**src/rtl/sort4_pkg.sv**
```systemverilog
// Shared definitions for the 4-byte sequential sorter.
//   state_e   : controller FSM states
//   N_ELEM    : number of byte elements in a set
//   STEP_LAST : index of the final compare/swap step
//   PAIR_IDX  : step -> lower index j of the compared pair (j, j+1)
package sort4_pkg;

  typedef enum logic [1:0] {
    StIdle,
    StSort,
    StDone
  } state_e;

  localparam int unsigned N_ELEM    = 4;
  localparam logic [2:0]  STEP_LAST = 3'd5;

  // Bubble passes over 4 elements: (0,1) (1,2) (2,3) | (0,1) (1,2) | (0,1).
  // Packed concatenation lists entry 5 first, entry 0 last.
  localparam logic [5:0][1:0] PAIR_IDX = {2'd0, 2'd1, 2'd0, 2'd2, 2'd1, 2'd0};

  // Out-of-range steps cannot occur; map them to pair 0 so the mux stays defined.
  function automatic logic [1:0] pair_idx(input logic [2:0] step);
    if (step <= STEP_LAST) begin
      return PAIR_IDX[step];
    end
    return 2'd0;
  endfunction

endpackage

```
**src/rtl/cmp_lt_8bit.sv**
```systemverilog
// 8-bit unsigned less-than comparator.
//   a, b : unsigned operands
//   lt   : 1 when a < b, taken as the borrow out of a - b
module cmp_lt_8bit (
  input  logic [7:0] a,
  input  logic [7:0] b,
  output logic       lt
);

  logic [8:0] diff;

  // Zero-extended subtract; bit 8 is the borrow.
  assign diff = {1'b0, a} - {1'b0, b};
  assign lt   = diff[8];

endmodule

```
**src/rtl/sort4_ctrl.sv**
```systemverilog
// Sequential sorter for a set of four unsigned bytes using one shared comparator.
// A set is captured on the input handshake, sorted with six fixed compare/swap
// steps (one per cycle), then presented until the consumer accepts it.
//   clk       : clock, rising edge
//   rst       : asynchronous active-high reset
//   in_valid  : in_data holds a set
//   in_ready  : a set is accepted this cycle (IDLE only)
//   in_data   : element k = in_data[8k+7:8k]
//   out_valid : out_data holds the sorted set (DONE only)
//   out_ready : consumer accepts out_data
//   out_data  : element 0 smallest (DESCEND=0) or largest (DESCEND=1)
//   busy      : high while sorting
module sort4_ctrl
  import sort4_pkg::*;
#(
  parameter bit DESCEND = 1'b0
) (
  input  logic        clk,
  input  logic        rst,
  input  logic        in_valid,
  output logic        in_ready,
  input  logic [31:0] in_data,
  output logic        out_valid,
  input  logic        out_ready,
  output logic [31:0] out_data,
  output logic        busy
);

  state_e                    state_q, state_d;
  logic [2:0]                step_q, step_d;
  logic [N_ELEM-1:0][7:0]    elem_q, elem_d;

  logic [1:0] lo_idx;
  logic [1:0] hi_idx;
  logic [7:0] lo_val;
  logic [7:0] hi_val;
  logic [7:0] cmp_a;
  logic [7:0] cmp_b;
  logic       cmp_lt;

  assign lo_idx = pair_idx(step_q);
  assign hi_idx = lo_idx + 2'd1;
  assign lo_val = elem_q[lo_idx];
  assign hi_val = elem_q[hi_idx];

  // Ascending swaps when the upper element is smaller; descending when the
  // lower element is smaller. Equal values never swap in either order.
  assign cmp_a = DESCEND ? lo_val : hi_val;
  assign cmp_b = DESCEND ? hi_val : lo_val;

  cmp_lt_8bit u_cmp (
    .a  (cmp_a),
    .b  (cmp_b),
    .lt (cmp_lt)
  );

  always_ff @(posedge clk or posedge rst) begin
    if (rst) begin
      state_q <= StIdle;
      step_q  <= 3'd0;
      elem_q  <= '0;
    end else begin
      state_q <= state_d;
      step_q  <= step_d;
      elem_q  <= elem_d;
    end
  end

  always_comb begin
    state_d = state_q;
    step_d  = step_q;
    elem_d  = elem_q;

    unique case (state_q)
      StIdle: begin
        if (in_valid) begin
          elem_d  = in_data;
          step_d  = 3'd0;
          state_d = StSort;
        end
      end

      StSort: begin
        if (cmp_lt) begin
          elem_d[lo_idx] = hi_val;
          elem_d[hi_idx] = lo_val;
        end
        if (step_q == STEP_LAST) begin
          step_d  = 3'd0;
          state_d = StDone;
        end else begin
          step_d = step_q + 3'd1;
        end
      end

      StDone: begin
        if (out_ready) begin
          state_d = StIdle;
        end
      end

      default: begin
        state_d = StIdle;
        step_d  = 3'd0;
      end
    endcase
  end

  // Gated by rst so no set is advertised as accepted while reset is held.
  assign in_ready  = (state_q == StIdle) & ~rst;
  assign out_valid = (state_q == StDone);
  assign busy      = (state_q == StSort);
  assign out_data  = elem_q;

endmodule

```
**config.mk**
```make
export PLATFORM = sky130hd
export DESIGN_NAME = sort4_ctrl
export DESIGN_NICKNAME = d
export VERILOG_FILES = /design/src/rtl/sort4_pkg.sv /design/src/rtl/cmp_lt_8bit.sv /design/src/rtl/sort4_ctrl.sv
export SDC_FILE = /design/constraint.sdc
export NUM_CORES = 1
export LEC_CHECK = 0
export ABC_CLOCK_PERIOD_IN_PS = 6650
export BUFFER_PORTS_ARGS = -buffer_cell sky130_fd_sc_hd__buf_2
export CAP_MARGIN = 20
export CORE_ASPECT_RATIO = 0.75
export CORE_MARGIN = 4
export CORE_UTILIZATION = 58
export CTS_CLUSTER_DIAMETER = 40
export DETAILED_ROUTE_END_ITERATION = 10
export PLACE_DENSITY = 0.87
export SYNTH_ARGS = -nofsm -noshare
export SYNTH_HDL_FRONTEND = slang
export SYNTH_HIERARCHICAL = 1
export SYNTH_SLANG_ARGS = --single-unit
```
**constraint.sdc**
```tcl
create_clock -name clk -period 6.65 [get_ports clk]
set_clock_uncertainty 0.15 [all_clocks]
set_input_delay 0 -clock clk [delete_from_list [all_inputs] [get_ports clk]]
set_output_delay 0 -clock clk [all_outputs]
set_load 0.01 [all_outputs]
```
[Yosys cells after proc, flatten, opt, wreduce, memory -nomap -nowiden]
Memory sizes are Yosys's and may differ from the RTL's.
Cells that the tools add are included.
Operators by class
  equal/unequal tests: 7
  bitwise gates (word level): 3
  multiplexer cells: 24
  reduce and logical (&&, ||, !) cells: 7
  $add $sub $neg: 3
  $lt $le $gt $ge: 6
Operators with widths (count)
  $bwmux 32: 2
  $mux 32: 2
  $pmux 32 s2: 1
  $bmux 8 s2: 2
  $demux 8 s2: 2
  $mux 8: 4
  $mux 2: 6
  $pmux 3 s3: 1
  $sub 8x8->9: 1
  $lt 2x3->1 const B: 2
  $mux 3: 2
  $ne 2x1->1 const B: 3
  $pmux 2 s3: 1
  $reduce_and 3->1: 2
  $ge 2x1->1 const B: 2
  $lt 3x4->1 const B: 1
  $add 3x1->3 const B: 1
  $eq 3x3->1 const B: 1
  $le 3x3->1 const B: 1
  $add 2x1->2 const B: 1
  $eq 2x1->1 const B: 1
  $eq 2x2->1 const B: 1
  $logic_and 1x1->1: 2
  $logic_not 2->1: 1
  other kinds (6): 7
Word-level totals
  input bits: 36
  ROM bits: 16
  register bits after elaboration: 37
  logic and storage cells: 57
  memories kept: 1
Memories
  (name not given): words 8, bits a word 2, read ports 1, clocked after memory_dff 0, write ports 0, line sort4_pkg.sv:24  | return PAIR_IDX[step];

[Logic depth before layout (Yosys ltp)]
Gate-level depths: netlist (run 1).
  word-level depth: 12
  gate-level depth with buffers: 20
  gate-level depth less buffers: 15

[Modules after synthesis]
Netlist (run 1), hierarchy kept.
By module, submodules not included
  sort4_ctrl: area each 2703.8 sq um, times used 1, cells each 310, sequential area each 925.9 sq um
  cmp_lt_8bit: area each 176.4 sq um, times used 1, cells each 25, sequential area each 0.0 sq um

[Least setup slack after synthesis (run 1)]
Ideal clock, no wire load.
  kind: register -> register
  from: register step_q[0]
  to: register elem_q (netlist bit out_data[24])
  path slack: 2556 ps
  path buffers: 3
  library setup time: 126 ps
  cell stages (with the launch flop): 19
  clock period less this slack: 4094 ps
  required time: 6374 ps
  arrival: 3818 ps
  path through: dfrtp_1 -> buf_4 -> xnor2_4 -> nor2_1 -> ha_1 -> clkbuf_1 -> nand2_1 -> a211oi_1 -> nor2_1 -> inv_1 -> ha_1 -> a211oi_2 -> o21ai_1 -> a41oi_1 -> nand2_1 -> a21oi_1 -> buf_2 -> o21ai_1 -> a221o_1
On the way
  elaborated cells between the ends (all ways): 28
  classes of those cells: 2 x add/sub; 5 x order compare; 1 x eq/ne; 16 x mux; 3 x reduce/logical; 1 x memory
RTL lines
  start: declaration: line sort4_ctrl.sv:30  | logic [2:0] step_q, step_d;
  start signal: assignment: line sort4_ctrl.sv:64  | step_q <= step_d;
  $mem_v2 8x2
  $mux 2 (implied by the code): line sort4_pkg.sv:24
  $mux 2: line sort4_pkg.sv:23  | if (step <= STEP_LAST) begin
  $mux 2 (*): line sort4_pkg.sv:26  | return 2'd0;
  $add 2x1->2 (*): line sort4_ctrl.sv:42  | assign hi_idx = lo_idx + 2'd1;
  $bmux 8 s2 (*): line sort4_ctrl.sv:44  | assign hi_val = elem_q[hi_idx];
  $mux 8 (implied by the code) (*): line sort4_ctrl.sv:44
  net cmp_a[2]: line sort4_ctrl.sv:37  | logic [7:0] cmp_a;
  $sub 8x8->9 (*): line cmp_lt_8bit.sv:13  | assign diff = {1'b0, a} - {1'b0, b};
  net cmp_lt: line sort4_ctrl.sv:39  | logic cmp_lt;
  $ne 2x1->1 (no source line) (*)
  $reduce_and 3->1 (no source line) (*)
  end signal: assignment: line sort4_ctrl.sv:65  | elem_q <= elem_d;
  end: declaration: line sort4_ctrl.sv:31  | logic [N_ELEM-1:0][7:0] elem_q, elem_d;
Mark *: on every way through the listed nets, which the timed path passes. The rest lies on a longest branch. The select of a mux whose other input is x is not followed.
A chain may end at the register's enable or synchronous reset.

[Final worst setup path (run 1)]
  from: register step_q[1]
  to: register elem_q (netlist bit out_data[7])
The elaborated chain is that of the path after synthesis.

==> summary.md, run 1 <==
| Metric | Value |
|---|---|
| Synth Warn # | `6` |
| Clock tree sinks | `37` |
| First-pass GRT wire length | `15.3 mm` |
| Share of the synthesized area in the top cell type | `32.1%` |
| Worst path required time | `6.69 ns` |
| Number of remaining DRC errors | `0` |
| CTS Buffer Depth | `2` |
| Crit-path max FO | `32` |
| Max H-tree Level | `2` |
| Initial antenna violation count | `0` |
| Port Buf Inserts | `70` |
| Busiest grt layer | `met2` |
| Crit path capture type | `flop` |
| CTS root buf | `clkbuf_8` |
| Die Wd | `89.4 microns` |
| F_max | `0.180 GHz` |
| DRT antenna net count | `0` |
| Post-CTS setup buffer count | `0` |
| Die height | `69.0 microns` |
| Reg-to-reg setup timing slack | `1.10 ns` |
| WL final | `9.41 mm` |
| Cts hold-fix bufs | `26` |
| RSZ-0062 raised after global routing | `no` |
| Final Cycle Share | `83.5%` |
| Post-synth cell types | `55` |
| Worst Max-Slew Pin Slew | `1.17 ns` |
| Net Count, Synth | `382` |
| Avg WL per Cell | `19.9 microns` |
| CTS tree | `yes` |
| # Max-Cap Violations | `0` |
| Vias post-DR | `3104` |
| Clk pin slew, worst setup/hold paths | `0.08 ns` |
| Grt met3 use | `7.50%` |
| Fin. Hold Viols | `0` |
| Primary FF master, synth | `dfrtp_1` |
| Startpoint Class | `flop` |
| Ant diodes | `0` |
| Synthesized area | `0.00288 sq mm` |
| DR vias/cell | `6.55` |
| DP Wirelength | `6.45 mm` |
| Min-delay worst type | `input port to flop` |
| Setup TNS | `0 ns` |
| Commonest non-fill, non-tap cells in the layout | `buf_2, dfrtp_1, inv_1, nor2_1, dlygate4sd3_1` |
| Iteration-0 DRC Markers | `362` |
| First-pass detailed-route iteration total | `5` |
| Setup violators final | `0` |
| DIE AREA | `0.00617 sq mm` |
| Async SR Flop Fraction | `100%` |
| WP data arrival | `5.59 ns` |
| Max_slew headroom | `21.7%` |
| Tot GR Track Use | `31.6%` |
| Met1 usage | `43.8%` |
| Sequential area share after synthesis | `32.1%` |
| Yosys reg bits | `37` |
| Core area | `0.00462 sq mm` |
| Row cnt | `21` |
| CTS resizes | `0` |
| Avg Inst Size Synth | `8.60 sq um` |
| Synthesized instance count | `335` |
| # IOs | `71` |
| Area contributors post-synth | `dfrtp_1, a22oi_1, ha_1` |
| Share of post-route cells with drive strength above 1 | `27.1%` |
| Nets@finish | `463` |
| Critical path class | `flop to flop` |
| Clk Latency, worst-skew pair | `0.30 ns` |
| Initial core utilization | `62.3%` |
| Status | `completed` |
| Fin. max-slew vios | `0` |
| M2 GR Usage | `48.9%` |
| Synth-to-Final Area Change | `24.9%` |
| Largest net degree at the start of global routing | `38` |
| Largest area contributor in the netlist | `dfrtp_1` |
| Routability cong. | `0.972` |
| Commonest non-fill, non-tap cell in the layout | `buf_2` |
| Post-synth EDFFs | `0` |
| Minimum clock period | `5.55 ns` |
| CTS Buf Count | `5` |
| Number of global-route vias before repair | `2970` |
| Overflow after GRT | `0` |
==> sequential cells by signal, summed over array words and instances, names as in the netlist <==
register,flops
state_q,2
step_q,3
out_data,32
==> through the flow <==
step           setup WS (ns)  cell area, sq um  hold slack (ns)  std cells  utilization (%)
3_5_place_dp            1.22              3200          0.00669        440             69.3
4_1_cts                 1.21              3600          0.00800        474             77.8
6_report                1.10              3600          0.00698        474             77.8
5_1_grt                0.680              3600           0.0248        474             77.8
2_1_floorplan           2.56              2880           -0.103        335                -
3_3_place_gp            1.36              3200          -0.0101        440             69.3
==> metal layers <==
metal / wire [microns] / vias up / part of all wire (%)
met2: 4360 / 220 / 46
met4: 212 / 0 / 2.3
met3: 1120 / 22 / 12
met1: 3720 / 1459 / 40
li1: - / 1403 / -
met5: 0 / - / 0
==> layout make-up <==
| type | count | area, sq um |
|---|---|---|
| Multi-Input combinational cell | 235 | 1700 |
| Fill cell | 333 | 1030 |
| Sequential cell | 37 | 926 |
| Timing Repair Buffer | 98 | 626 |
| Inverter | 39 | 146 |
| Tap cell | 57 | 71.3 |
| Clock buffer | 5 | 68.8 |
| Clock inverter | 3 | 65.1 |
==> kinds of logic after synthesis <==
kind of cell	count (synthesis)	synth area share [%]
compound gates	120	33.1
simple gates	100	18.7
buf+inv	63	9.12
flops	37	32.1
fa+ha+maj	12	5.17
xor+xnor	3	1.82
==> cells in the mapped netlist, types with 8 or more instances <==
library cell  number
nand2_1           22
or4_1              8
dfrtp_1           37
and3_1            10
nor2_1            27
a221o_1            8
clkbuf_1          13
o21ai_0           21
inv_1             30
nand2b_1          17
a211oi_1           8
a221oi_1          14
o21a_2             8
inv_2              9
ha_1              11
a22oi_1           22
==> critical path, cell delays in order, from the launching register on <==
cell and delay (ns):
dfrtp_1 0.88, nor3b_4 0.56, ha_1 0.80, nand2b_1 0.20
a22oi_1 0.07, nor2_1 0.25, inv_1 0.07, ha_1 0.32
a211oi_2 0.25, o21ai_1 0.10, a41oi_1 0.28, nand2_1 0.12
a221oi_1 1.00, nor2_1 0.07, a221oi_1 0.30
==> path summary, 6_finish.rpt <==
path,start,endpoint,depth (start not counted)
max,step_q[1],out_data[7],14
min,in_data[22],out_data[22],4
max reg2reg,step_q[1],out_data[7],14
min reg2reg,out_data[28],out_data[28],1
max in group asynchronous,rst,out_data[13],4
min in group asynchronous,rst,state_q[0],4
Power of run 1 is not shown: default switching activity piles up to over one toggle a cycle in this logic, so the estimate is an artifact.
==> run 2, diff against run 1 <==
--- a/config.mk
+++ b/config.mk
@@ -5,15 +5,16 @@
 export SDC_FILE = /design/constraint.sdc
 export NUM_CORES = 1
 export LEC_CHECK = 0
-export ABC_CLOCK_PERIOD_IN_PS = 6650
+export ABC_AREA = 1
+export ABC_CLOCK_PERIOD_IN_PS = 4600
 export BUFFER_PORTS_ARGS = -buffer_cell sky130_fd_sc_hd__buf_2
 export CAP_MARGIN = 20
 export CORE_ASPECT_RATIO = 0.75
 export CORE_MARGIN = 4
-export CORE_UTILIZATION = 58
+export CORE_UTILIZATION = 50
 export CTS_CLUSTER_DIAMETER = 40
 export DETAILED_ROUTE_END_ITERATION = 10
-export PLACE_DENSITY = 0.87
+export PLACE_DENSITY = 0.78
 export SYNTH_ARGS = -nofsm -noshare
 export SYNTH_HDL_FRONTEND = slang
 export SYNTH_HIERARCHICAL = 1
==> constraint.sdc (replaced) <==
create_clock -name clk -period 4.6 [get_ports clk]
set_clock_uncertainty 0.15 [all_clocks]
set_input_delay 0 -clock clk [delete_from_list [all_inputs] [get_ports clk]]
set_output_delay 0 -clock clk [all_outputs]
set_load 0.01 [all_outputs]
==> run 2 against run 1 <==
  * Critical path depth grew 7
  * Area after synthesis grew 12%
  * Via count grew 19%
  * Utilization shrank 14 points
  * Critical endpoint is now out_data[26]
  * Design area grew 12%
  * Final cell count grew 42%
  * Global-route usage shrank 4.2 points
  * Worst setup slack lost 0.35 ns
  * Synthesized cell count grew 49%
  * Sequential cell count is the same
  * Die area grew 26%
==> summary.md, run 2 <==
| Metric | Value |
|---|---|
| F_max | `0.259 GHz (+44%)` |
| Die height | `77.5 microns (+12%)` |
| Iteration-0 DRC Markers | `323 (-11%)` |
| WP data arrival | `3.94 ns (-1.65 ns)` |
| DR vias/cell | `5.49 (-16%)` |
| Worst Max-Slew Pin Slew | `0.689 ns (-0.485 ns)` |
| Number of global-route vias before repair | `3558 (+20%)` |
| Crit-path max FO | `26 (-19%)` |
| Synth-to-Final Area Change | `24.9% (about the same)` |
| Setup violators final | `0 (unchanged)` |
| DP Wirelength | `7.34 mm (+14%)` |
| Synth Warn # | `6 (unchanged)` |
| Initial core utilization | `51.1% (-11 points)` |
| # Max-Cap Violations | `0 (unchanged)` |
| First-pass GRT wire length | `17.3 mm (+13%)` |
| RSZ-0062 raised after global routing | `no` |
| Core area | `0.00629 sq mm (+36%)` |
| Met2 wire len | `4.82 mm (+11%)` |
| Setup TNS | `0 ns (unchanged)` |
| CTS Buf Count | `5 (unchanged)` |
| Commonest non-fill, non-tap cell in the layout | `nand2_1` |
| Ant diodes | `0 (unchanged)` |
| Dpl ws | `0.821 ns (-0.402 ns)` |
| Share of the synthesized area in the top cell type | `28.8% (-3.4 points)` |
| DRT antenna net count | `0 (unchanged)` |
| Row cnt | `25 (+19%)` |
| Async SR Flop Fraction | `100% (unchanged)` |
| Min-delay worst type | `input port to async pin` |
| Net Count, Synth | `546 (+43%)` |
| Status | `completed` |
| Share of post-route cells with drive strength above 1 | `23.6% (-3.5 points)` |
| Synthesized instance count | `499 (+49%)` |
| R2R depth | `21 (+7)` |
| CTS tree | `yes` |
| Number of remaining DRC errors | `0 (unchanged)` |
| Critical path class | `flop to flop` |
| CTS root buf | `clkbuf_8` |
| Die Wd | `101 microns (+13%)` |
| Final Cycle Share | `83.8% (+0.30 points)` |
| Max_slew headroom | `53.9% (+32 points)` |
| Nets@finish | `642 (+39%)` |
| Post-synth top cells | `nand2_1, nor2_1, nand3_1` |
| Fin. Hold Viols | `0 (unchanged)` |
| Reg2Reg Launch Point | `step_q[2]` |
| FF-to-FF End | `out_data[26]` |
| Port Buf Inserts | `70 (unchanged)` |
| Max Used Layer | `met4` |
| Crit path capture type | `flop` |
| Max H-tree Level | `2 (unchanged)` |
| Post-CTS setup buffer count | `0 (unchanged)` |
| Clock tree sinks | `37 (unchanged)` |
| Primary FF master, synth | `dfrtp_1` |
| Layout fillers | `586 (+76%)` |
| First-pass detailed-route iteration total | `5 (unchanged)` |
| # IOs | `71 (unchanged)` |
| WL final | `10.3 mm (+9.9%)` |
| Fin. max-slew vios | `0 (unchanged)` |
| Clk pin slew, worst setup/hold paths | `0.08 ns (about the same)` |
| Largest area contributor in the netlist | `dfrtp_1` |
| Worst path required time | `4.69 ns (-2.00 ns)` |
| Met1 Wirelength | `4.59 mm (+23%)` |
| Tot GR Track Use | `27.4% (-4.2 points)` |
| Post-synth EDFFs | `0 (unchanged)` |
| CTS Buffer Depth | `2 (unchanged)` |
| Largest net degree at the start of global routing | `38 (unchanged)` |
| Routability cong. | `0.916 (-5.8%)` |
| Startpoint Class | `flop` |
| Minimum clock period | `3.85 ns (-1.70 ns)` |
| Overflow after GRT | `0 (unchanged)` |
| Avg WL per Cell | `15.3 microns (-23%)` |
| Met3 WL | `704 microns (-37%)` |
| Clk Latency, worst-skew pair | `0.30 ns (about the same)` |
| Avg Inst Size Synth | `6.44 sq um (-25%)` |
| Sequential area share after synthesis | `28.8% (-3.4 points)` |
| Area contributors post-synth | `dfrtp_1, nand2_1, nand3_1` |
| Commonest non-fill, non-tap cells in the layout | `nand2_1, nor2_1, buf_2, nand3_1, inv_1` |
| Post-synth cell types | `27 (-51%)` |
| DIE AREA | `0.00779 sq mm (+26%)` |
| Most frequent cell after synthesis | `nand2_1` |
| Synthesized area | `0.00322 sq mm (+12%)` |
| Setup ws final | `0.746 ns (-0.353 ns)` |
| Reg-to-reg setup timing slack | `0.75 ns (-0.35 ns)` |
| Yosys reg bits | `37 (unchanged)` |
| Vias post-DR | `3709 (+19%)` |
| Initial antenna violation count | `0 (unchanged)` |
| Number of flip-flops in the largest register | `32 (unchanged)` |
-- run 2: changes by cell type after synthesis, sizes merged, moves of 9 or more --
cell    change
a211oi      -9
and3       -10
inv        +27
a221oi     -16
o21a        -9
a21oi      +22
a22oi      -23
nor2       +46
nand4      +25
nand2b     -18
nand3      +75
nand2     +108
-- run 2: logic make-up (layout without fill, tap and decap cells) --
group                      after synthesis  count (layout)  synth area share, %
buffers and inverters                   89             184                 11.7
adders and majority gates               11              11                 4.28
AOI/OAI and AO/OA                       52              52                 8.99
DFF                                     37              37                 28.8
and+or+nand+nor                        310             310                 46.2
-- run 2: worst max-delay path by stage --
stage / from / to / slack, ns
2_1_floorplan: step_q[2] / out_data[31] / 1.15
5_1_grt: step_q[2] / out_data[26] / 0.36
6_report: step_q[2] / out_data[26] / 0.75
3_5_place_dp: step_q[2] / out_data[26] / 0.82
3_3_place_gp: step_q[2] / out_data[30] / 0.96
4_1_cts: step_q[2] / out_data[26] / 0.80
-- run 2: what timing repair did --
item	4_1_cts	5_1_grt
gates resized for setup	0	0
endpoints found under the hold margin	71	0
hold buffers	35	0
-- run 2: critical path: stages, from the launching register on --
cell	delay (ns)
dfrtp_1	0.45
inv_2	0.11
nand2_4	0.18
nand3_4	0.11
inv_1	0.06
ha_1	0.43
inv_1	0.40
nand3_2	0.16
nand2_2	0.11
inv_2	0.04
ha_1	0.31
nand2_1	0.08
inv_1	0.04
nand2_1	0.06
nand2_1	0.05
a21oi_1	0.13
nand2_1	0.08
nand2_2	0.18
nand2_1	0.32
nor2_1	0.21
nand2_1	0.07
nand2_1	0.05
-- run 2: metal layers --
| metal | up-vias | track usage (%) |
|---|---|---|
| met5 | - | 0 |
| met4 | 0 | 8.34 |
| met3 | 25 | 3.68 |
| met2 | 152 | 44.6 |
| met1 | 1729 | 37.7 |
| li1 | 1803 | - |
-- run 2: cell type report --
cell class | instances | area, sq um | area share, %
Timing Repair Buffer | 112 | 753 | 18.8
Clock buffer | 5 | 68.8 | 1.71
Tap cell | 81 | 101 | 2.52
Clock inverter | 1 | 5.00 | 0.125
Sequential cell | 37 | 926 | 23.1
Inverter | 66 | 248 | 6.17
Multi-Input combinational cell | 373 | 1910 | 47.6
-- run 2: metrics by stage --
step / area, sq um / instances / hold slack [ns] / utilization [%]
3_5_place_dp: 3590 / 634 / 0.00924 / 57.1
6_report: 4020 / 675 / 0.230 / 63.9
4_1_cts: 4020 / 675 / 0.249 / 63.9
2_1_floorplan: 3220 / 499 / -0.102 / -
3_3_place_gp: 3590 / 634 / -0.00545 / 57.1
5_1_grt: 4020 / 675 / 0.300 / 63.9
Power of run 2 is left out for the same reason.
==> run 3, diff against run 2 <==
--- a/config.mk
+++ b/config.mk
@@ -6,15 +6,15 @@
 export NUM_CORES = 1
 export LEC_CHECK = 0
 export ABC_AREA = 1
-export ABC_CLOCK_PERIOD_IN_PS = 4600
+export ABC_CLOCK_PERIOD_IN_PS = 3900
 export BUFFER_PORTS_ARGS = -buffer_cell sky130_fd_sc_hd__buf_2
 export CAP_MARGIN = 20
 export CORE_ASPECT_RATIO = 0.75
 export CORE_MARGIN = 4
-export CORE_UTILIZATION = 50
+export CORE_UTILIZATION = 55
 export CTS_CLUSTER_DIAMETER = 40
 export DETAILED_ROUTE_END_ITERATION = 10
-export PLACE_DENSITY = 0.78
+export PLACE_DENSITY = 0.82
 export SYNTH_ARGS = -nofsm -noshare
 export SYNTH_HDL_FRONTEND = slang
 export SYNTH_HIERARCHICAL = 1
==> constraint.sdc (replaced) <==
create_clock -name clk -period 3.9 [get_ports clk]
set_clock_uncertainty 0.15 [all_clocks]
set_input_delay 0 -clock clk [delete_from_list [all_inputs] [get_ports clk]]
set_output_delay 0 -clock clk [all_outputs]
set_load 0.01 [all_outputs]
==> run 3 against run 2 <==
  * Worst setup slack worse by 0.44 ns
  * Design area is 0.37% higher
  * Sequential cell count is the same
  * Non-clock buffer count grew 1
  * Sequential share of layout area decreased by 0.086 points
==> summary.md, run 3 (synthesis gave the netlist of run 2 again) <==
| Metric | Value |
|---|---|
| Clk pin slew, worst setup/hold paths | `0.07 ns (about the same)` |
| Reg2Reg Launch Point | `step_q[0]` |
| Die height | `74.2 microns (-4.2%)` |
| Dpl ws | `0.313 ns (-0.507 ns)` |
| Routability cong. | `0.932 (+1.7%)` |
| R2R depth | `18 (-14%)` |
| Share of post-route cells with drive strength above 1 | `23.8% (+0.26 points)` |
| Setup ws final | `0.303 ns (-0.444 ns)` |
| WP data arrival | `3.68 ns (-0.26 ns)` |
| Commonest non-fill, non-tap cells in the layout | `nand2_1, nor2_1, buf_2, nand3_1, inv_1` |
| Die Wd | `96.3 microns (-4.3%)` |
| Ant diodes | `0 (unchanged)` |
| DR vias/cell | `5.57 (+1.4%)` |
| F_max | `0.278 GHz (+7.1%)` |
| Worst path required time | `3.99 ns (-0.70 ns)` |
| Fin. max-slew vios | `0 (unchanged)` |
| DRT antenna net count | `0 (unchanged)` |
| Final Cycle Share | `92.2% (+8.5 points)` |
| # Max-Cap Violations | `0 (unchanged)` |
| Setup violators final | `0 (unchanged)` |
| CTS root buf | `clkbuf_8` |
| Port Buf Inserts | `70 (unchanged)` |
| RSZ-0062 raised after global routing | `no` |
| First-pass detailed-route iteration total | `8 (+3)` |
| Worst Setup SP | `step_q[0]` |
| Sequential Area | `926 sq um (unchanged)` |
| Initial antenna violation count | `0 (unchanged)` |
| DIE AREA | `0.00715 sq mm (-8.3%)` |
| Fin. Hold Viols | `0 (unchanged)` |
| Vias post-DR | `3738 (+0.78%)` |
| Max H-tree Level | `2 (unchanged)` |
| CTS tree | `yes` |
| FF-to-FF End | `out_data[19]` |
| Commonest non-fill, non-tap cell in the layout | `nand2_1` |
| Nets@finish | `643 (+0.16%)` |
| Initial core utilization | `58.5% (+7.4 points)` |
| Startpoint Class | `flop` |
| Avg WL per Cell | `15.7 microns (+2.4%)` |
| Number of flip-flops in the largest register | `32 (unchanged)` |
| Max_slew headroom | `53.1% (-0.80 points)` |
| Number of remaining DRC errors | `0 (unchanged)` |
| Critical Path Sink | `out_data[19]` |
| Min-delay worst type | `input port to async pin` |
| Setup TNS | `0 ns (unchanged)` |
| Number of global-route vias before repair | `3665 (+3.0%)` |
| CTS Buf Count | `5 (unchanged)` |
| Critical path class | `flop to flop` |
| Crit path capture type | `flop` |
| Util after Layout | `73.3% (+9.5 points)` |
| Multi-input gate area | `0.00192 sq mm (+0.13%)` |
| Clk Latency, worst-skew pair | `0.30 ns (about the same)` |
| Crit-path max FO | `16 (-38%)` |
| Row cnt | `23 (-8.0%)` |
| Clock tree sinks | `37 (unchanged)` |
| Status | `completed` |
| Overflow after GRT | `0 (unchanged)` |
| Minimum clock period | `3.60 ns (-0.256 ns)` |
| CTS Buffer Depth | `2 (unchanged)` |
| Tot GR Track Use | `31.2% (+3.8 points)` |
| WL final | `10.5 mm (+1.8%)` |
| Synth-to-Final Area Change | `25.3%` |
| Layout fillers | `443 (-24%)` |
| Core area | `0.00550 sq mm (-13%)` |
| DP Wirelength | `7.11 mm (-3.2%)` |
| Reg-to-reg setup timing slack | `0.30 ns (-0.44 ns)` |
| # IOs | `71 (unchanged)` |
| First-pass GRT wire length | `17.5 mm (+1.1%)` |
| Largest net degree at the start of global routing | `38 (unchanged)` |
| Worst Max-Slew Pin Slew | `0.704 ns (+0.0145 ns)` |
| Iteration-0 DRC Markers | `294 (-9.0%)` |
run 3: routing by layer:
layer  up-vias  wire length (microns)  GRT usage (%)
li1       1803                      -              -
met1      1720                   4460           42.8
met2       193                   5070           51.1
met3        22                    802           4.45
met4         0                    193           10.6
met5         -                      0              0
run 3: area by class of cell:
class / instances / share of cell area [%]
multi-input cells: 373 / 47.5
clock buffers: 7 / 2.14
well taps: 75 / 2.33
repair buffers: 113 / 18.9
inverters: 66 / 6.15
flip-flops and latches: 37 / 23.0
run 3: what timing repair did:
item,in CTS,in global routing
endpoints found under the hold margin,71,0
setup buffers,0,0
endpoints found under the setup margin,0,8
gates resized for setup,0,1
hold buffers,35,0
run 3: stage by stage:
stage,instances,hold WS (ns),instance area (sq um)
6_report,671,0.270,4030
5_1_grt,671,0.319,4030
4_1_cts,671,0.238,4030
3_5_place_dp,629,0.00703,3590
3_3_place_gp,629,0.00172,3590
2_1_floorplan,499,-0.102,3220
run 3: worst min-delay path by stage:
stage	from	end	cells past startpoint
final	rst	state_q[1]	4
after global routing	rst	state_q[1]	4
after CTS	rst	out_data[14]	4
after detailed placement	rst	state_q[1]	3
after global placement	rst	step_q[1]	3
after floorplan	rst	in_ready	1
run 3: worst max-delay path, stage by stage (launching register included):
cell and delay [ns]:
dfrtp_1 0.41, inv_2 0.11, nand2_1 0.11, nor2_4 0.28
ha_1 0.31, inv_1 0.35, nand3_2 0.16, nand2_2 0.11
inv_2 0.04, ha_1 0.30, a21oi_1 0.17, nand2_1 0.08
a21oi_1 0.12, nand2_1 0.07, nand2_2 0.20, o21ai_2 0.24
nor2_1 0.18, nand2_1 0.08, nand2_1 0.06
Power of run 3 is left out for the same reason.
